==> src/rtl/instr_fetch.sv <==
`default_nettype none
// instr_fetch: PC, req/ack instruction-memory reads, small FIFO toward decode, redirect/drain handling.
// Optional INSTR_FETCH_PERF_EN adds perf_fetch_o / perf_stall_o counters.
module instr_fetch #(
   parameter int          DEPTH    = 2,
   parameter logic [31:0] RESET_PC = 32'h0000_0000
) (
   input  logic        clk_i,
   input  logic        rst_i,
   input  logic        start_i,
   output logic        imem_req_o,
   output logic [31:0] imem_addr_o,
   input  logic        imem_ack_i,
   input  logic [31:0] imem_data_i,
   output logic        inst_valid_o,
   input  logic        inst_ready_i,
   output logic [31:0] inst_o,
   output logic [5:0]  op_o,
   output logic [31:0] pc_o,
   input  logic        redirect_i,
   input  logic [31:0] redirect_pc_i
`ifdef INSTR_FETCH_PERF_EN
   ,
   output logic [31:0] perf_fetch_o,
   output logic [31:0] perf_stall_o
`endif
);

   localparam int PTR_W = $clog2(DEPTH);
   localparam int CNT_W = PTR_W + 1;

   typedef enum logic [1:0] {
      S_IDLE  = 2'd0,
      S_FETCH = 2'd1,
      S_DRAIN = 2'd2
   } state_t;

   state_t             state;
   state_t             state_nxt;
   logic [31:0]        pc;
   logic [31:0]        pc_nxt;
   logic [31:0]        drain_addr;
   logic [31:0]        drain_addr_nxt;
   logic [PTR_W-1:0]   wr_ptr;
   logic [PTR_W-1:0]   rd_ptr;
   logic [CNT_W-1:0]   count;
   logic [31:0]        mem_pc   [DEPTH];
   logic [31:0]        mem_inst [DEPTH];

   logic               req;
   logic               accept;
   logic               valid;
   logic               push;
   logic               pop;
   logic [31:0]        target_pc;
   logic               redirect_pc_unused;

   assign target_pc          = {redirect_pc_i[31:2], 2'b00};
   assign redirect_pc_unused = ^redirect_pc_i[1:0];

   // Request depends only on registered state, so it cannot combinationally follow ack.
   assign req    = ((state == S_FETCH) && (count < CNT_W'(DEPTH))) || (state == S_DRAIN);
   assign accept = req & imem_ack_i;
   assign valid  = (count != '0);
   assign push   = (state == S_FETCH) && accept && !redirect_i;
   assign pop    = valid && inst_ready_i && !redirect_i;

   assign imem_req_o   = req;
   assign imem_addr_o  = (state == S_DRAIN) ? drain_addr : pc;
   assign inst_valid_o = valid;
   assign inst_o       = valid ? mem_inst[rd_ptr] : 32'h0;
   assign pc_o         = valid ? mem_pc[rd_ptr]   : 32'h0;
   assign op_o         = inst_o[31:26];

   always_comb begin
      state_nxt      = state;
      pc_nxt         = pc;
      drain_addr_nxt = drain_addr;
      case (state)
         S_IDLE: begin
            if (redirect_i) begin
               pc_nxt = target_pc;
            end else if (start_i) begin
               state_nxt = S_FETCH;
            end
         end
         S_FETCH: begin
            if (redirect_i) begin
               pc_nxt = target_pc;
               // An unanswered request must still be completed; park its address while draining.
               if (req && !imem_ack_i) begin
                  state_nxt      = S_DRAIN;
                  drain_addr_nxt = pc;
               end
            end else if (push) begin
               pc_nxt = pc + 32'd4;
            end
         end
         S_DRAIN: begin
            if (redirect_i) begin
               pc_nxt = target_pc;
            end
            if (imem_ack_i) begin
               state_nxt = S_FETCH;
            end
         end
         default: begin
            state_nxt = S_IDLE;
         end
      endcase
   end

   always_ff @(posedge clk_i) begin
      if (rst_i) begin
         state      <= S_IDLE;
         pc         <= RESET_PC;
         drain_addr <= RESET_PC;
         wr_ptr     <= '0;
         rd_ptr     <= '0;
         count      <= '0;
      end else begin
         state      <= state_nxt;
         pc         <= pc_nxt;
         drain_addr <= drain_addr_nxt;
         if (redirect_i) begin
            wr_ptr <= '0;
            rd_ptr <= '0;
            count  <= '0;
         end else begin
            if (push) begin
               wr_ptr <= wr_ptr + PTR_W'(1);
            end
            if (pop) begin
               rd_ptr <= rd_ptr + PTR_W'(1);
            end
            case ({push, pop})
               2'b10:   count <= count + CNT_W'(1);
               2'b01:   count <= count - CNT_W'(1);
               default: count <= count;
            endcase
         end
      end
   end

   always_ff @(posedge clk_i) begin
      if (push) begin
         mem_pc[wr_ptr]   <= pc;
         mem_inst[wr_ptr] <= imem_data_i;
      end
   end

`ifdef INSTR_FETCH_PERF_EN
   logic [31:0] perf_fetch;
   logic [31:0] perf_stall;

   always_ff @(posedge clk_i) begin
      if (rst_i) begin
         perf_fetch <= 32'h0;
         perf_stall <= 32'h0;
      end else begin
         if (push) begin
            perf_fetch <= perf_fetch + 32'd1;
         end
         if ((state != S_IDLE) && !valid) begin
            perf_stall <= perf_stall + 32'd1;
         end
      end
   end

   assign perf_fetch_o = perf_fetch;
   assign perf_stall_o = perf_stall;
`endif

endmodule
`default_nettype wire

==> config.mk <==
export PLATFORM = sky130hd
export DESIGN_NAME = instr_fetch
export DESIGN_NICKNAME = d
export VERILOG_FILES = /design/src/rtl/instr_fetch.sv
export SDC_FILE = /design/constraint.sdc
export NUM_CORES = 1
export LEC_CHECK = 0
export BUFFER_PORTS_ARGS = -buffer_cell sky130_fd_sc_hd__buf_4
export CAP_MARGIN = 20
export CORE_ASPECT_RATIO = 2
export CORE_MARGIN = 4
export CORE_UTILIZATION = 30
export CTS_CLUSTER_DIAMETER = 100
export DETAILED_ROUTE_END_ITERATION = 10
export PLACE_DENSITY = 0.51
export SLEW_MARGIN = 0
export SYNTH_ARGS = -nofsm -noshare
export SYNTH_HDL_FRONTEND = slang
export SYNTH_SLANG_ARGS = --single-unit
==> constraint.sdc <==
create_clock -name clk_i -period 4.6 [get_ports clk_i]
set_input_delay 0.23 -clock clk_i [delete_from_list [all_inputs] [get_ports clk_i]]
set_output_delay 0.23 -clock clk_i [all_outputs]
set_load 0.1 [all_outputs]
==> impl_metrics.env <==
export IMPL_clock_fmax_ghz=0.369
export IMPL_nNetsFinal=994
export IMPL_worst_path_most_repeated_cell="buf_4"
export IMPL_start_kind="register"
export IMPL_setup_violations=0
export IMPL_max_stage_delay_ps=830
export IMPL_grt_overflow=0
export IMPL_totalWireLength_mm=23.6
export IMPL_clkTransAtPathRegs_ps=70
export IMPL_synthArstFlopShare=0
export IMPL_intPower_mw=2.86
export IMPL_dr_first_iter_drc_count=381
export IMPL_required_ps=4370
export IMPL_crit_path_end_kind="primary output"
export IMPL_syn_to_final_growth_pct=28.1
export IMPL_grt_pass1_wl_mm=35.9
export IMPL_synth_cell_type_count=60
export IMPL_ant_nets=0
export IMPL_hold_violations=0
export IMPL_slew_headroom=0.351
export IMPL_numPortBuffers=167
export IMPL_finalCritPeriodShare=0.589
export IMPL_fin_util=0.389
export IMPL_grt_antenna_before_repair=0
export IMPL_critical_path_top_delay_family="flip-flops"
export IMPL_tritoncts="done"
export IMPL_cp_num_buf_inv=2
export IMPL_yosysSeqAreaShare=0.595
export IMPL_via_count=6382
export IMPL_vias_per_cell=4.94
export IMPL_layout_commonest_cell="buf_4"
export IMPL_cpMaxStageDelayCell="dfxtp_4"
export IMPL_antenna_cells=0
export IMPL_tightest_slew_ps=969
export IMPL_total_power_mw=3.89
export IMPL_wire_per_inst_um=18.3
export IMPL_status="completed"
export IMPL_fin_tns_setup_ps=0
export IMPL_place_hpwl_mm=15.9
export IMPL_skew_ps=11.6
export IMPL_ctsResizeCount=0
export IMPL_synth_edf_count=124
export IMPL_combPwrFrac=0.123
export IMPL_cellPowerDensity_nw_per_um2=356
export IMPL_io_pins=174
export IMPL_clkPwrFrac=0.382
export IMPL_clock_root_buffer="clkbuf_16"
export IMPL_clk_latency_ps=450
export IMPL_die_width_um=127
export IMPL_ys_ff_latch=191
export IMPL_p_leak_nw=3.83
export IMPL_slew_viol_final=0
export IMPL_drive_above_1_share=0.260
export IMPL_fin_crit_ps=2710
export IMPL_synthCells=763
export IMPL_final_cell_mix="buf_4 (177), edfxtp_1 (124), nand2_1 (86), nor2_1 (79), dfxtp_1 (66)"
export IMPL_cap_viol_max_count=0
export IMPL_die_area_um2=31300
export IMPL_grt_use_total=0.151
export IMPL_crit_chain="buf_4, mux2i_1, nor2_1, buf_4"
export IMPL_cp_max_fo=42
export IMPL_clkSinkCount=191
export IMPL_core_area_um2=28100
export IMPL_clock_path_buffers=2
export IMPL_routabilityCongestion=0.859
export IMPL_final_area_um2=10900
export IMPL_p_sw_frac=0.264
export IMPL_power_switching_mw=1.03
export IMPL_ir_drop_mv=0.192
export IMPL_rsz0062_at_grt="false"
export IMPL_syn_avg_cell_area_um2=11.2
export IMPL_drcViolationCount=0
export IMPL_seq_power_share=0.495
export IMPL_critPathArrivalTime_ps=2480
export IMPL_first_global_vias=6321
export IMPL_row_count=87
export IMPL_fillers=2802
export IMPL_first_pass_iters=5
export IMPL_synth_warnings=0
export IMPL_die_h_um=246
export IMPL_crit_type="reg2out"
export IMPL_syn_area_um2=8520
export IMPL_start_util=0.303
export IMPL_htree_levels=4
export IMPL_cts_buffers=17
export IMPL_grt_max_degree=64
export IMPL_hp_class="in2reg"
export IMPL_ys_flop_type="edfxtp_1"
export IMPL_place_area_um2=10000
==> sequential cells by signal (all words and copies together), names as in the netlist, named ones only <==
register	cells
pc	30
wr_ptr	1
rd_ptr	1
state	2
mem_inst	64
count	2
drain_addr	30
mem_pc	60
==> per-layer routing <==
layer | share of wire | track usage | wire [um] | vias up
li1 | - | - | - | 3104
met1 | 0.37 | 0.162 | 8810 | 3079
met2 | 0.55 | 0.275 | 12900 | 157
met3 | 0.036 | 0.0310 | 855 | 42
met4 | 0.042 | 0.0771 | 985 | 0
met5 | 0 | 0 | 0 | -
==> power by group through the flow <==
stage | Combinational (mW) | Clock (mW) | Sequential, mW
final | 0.478 | 1.49 | 1.92
after global routing | 0.504 | 1.60 | 1.93
after CTS | 0.483 | 1.53 | 1.92
after detailed placement | 0.460 | 0 | 1.96
after global placement | 0.457 | 0 | 1.96
after floorplan | 0.343 | 0 | 1.93
==> worst paths after layout <==
kind	start	end	slack (ps)	cells after the start
max	register	pc_o[18]	1890	4
min	redirect_pc_i[3]	pc[3]$_SDFFE_PP0P_	80	3
min reg2reg	drain_addr[8]$_SDFFE_PP0P_	drain_addr[8]$_SDFFE_PP0P_	450	2
max reg2reg	state[0]$_SDFFE_PP0P_	mem_inst[1][0]$_DFFE_PP_	1970	4
==> cells by family (layout without fill, tap and decap cells) <==
group,count (synthesis),in the layout,share of synthesized area
and+or+nand+nor,263,263,0.145
DFF,191,191,0.595
AOI/OAI and AO/OA,131,131,0.100
muxes,89,89,0.109
buffers and inverters,81,250,0.0430
xor gates and xnor gates,5,5,0.00514
adders and majority gates,2,2,0.00294
other,1,4,0.000440
==> worst register-to-register path: stages (launching register included) <==
cell and delay [ps]:
dfxtp_1 460, nor3b_1 400, nand3_1 440, nor2_4 180
buf_4 710
==> metrics by stage <==
step	worst slack, ps	instances	hold slack (ps)
final	1890	1291	83.3
after CTS	1820	1291	61.7
after global routing	1750	1291	78.5
after detailed placement	1960	1227	418
after global placement	2010	1227	415
after floorplan	556	766	329
==> area by class of cell <==
| cell class | count | area (um2) | share of cell area |
|---|---|---|---|
| multi-input combinational | 494 | 3130 | 0.287 |
| clock buffer | 22 | 444 | 0.0407 |
| sequential | 191 | 5070 | 0.464 |
| inverter | 9 | 33.8 | 0.00310 |
| clock inverter | 10 | 139 | 0.0127 |
| tap | 356 | 445 | 0.0408 |
| timing repair buffer | 209 | 1650 | 0.151 |
==> what timing repair did <==
action | in CTS | in global routing
buffers inserted | 0 | 0
hold endpoints to repair | 64 | 0
endpoints found under the setup margin | 0 | 0
hold buffers | 32 | 0
==> Yosys cell counts (9+ instances only) <==
library cell	n	area [um2]
edfxtp_1	124	3720
nand2_1	86	323
nor2_1	82	308
dfxtp_1	67	1340
mux2i_1	62	621
a21oi_1	49	245
clkbuf_1	40	150
mux2_2	27	304
buf_2	17	85.1
nand4_1	15	93.8
o21ai_0	15	75.1
nand3_1	14	70.1
a31oi_1	13	81.3
nor3_1	13	65.1
buf_4	11	82.6
a32oi_1	9	78.8
inv_1	9	33.8
Power figures use the tool's default switching activity.
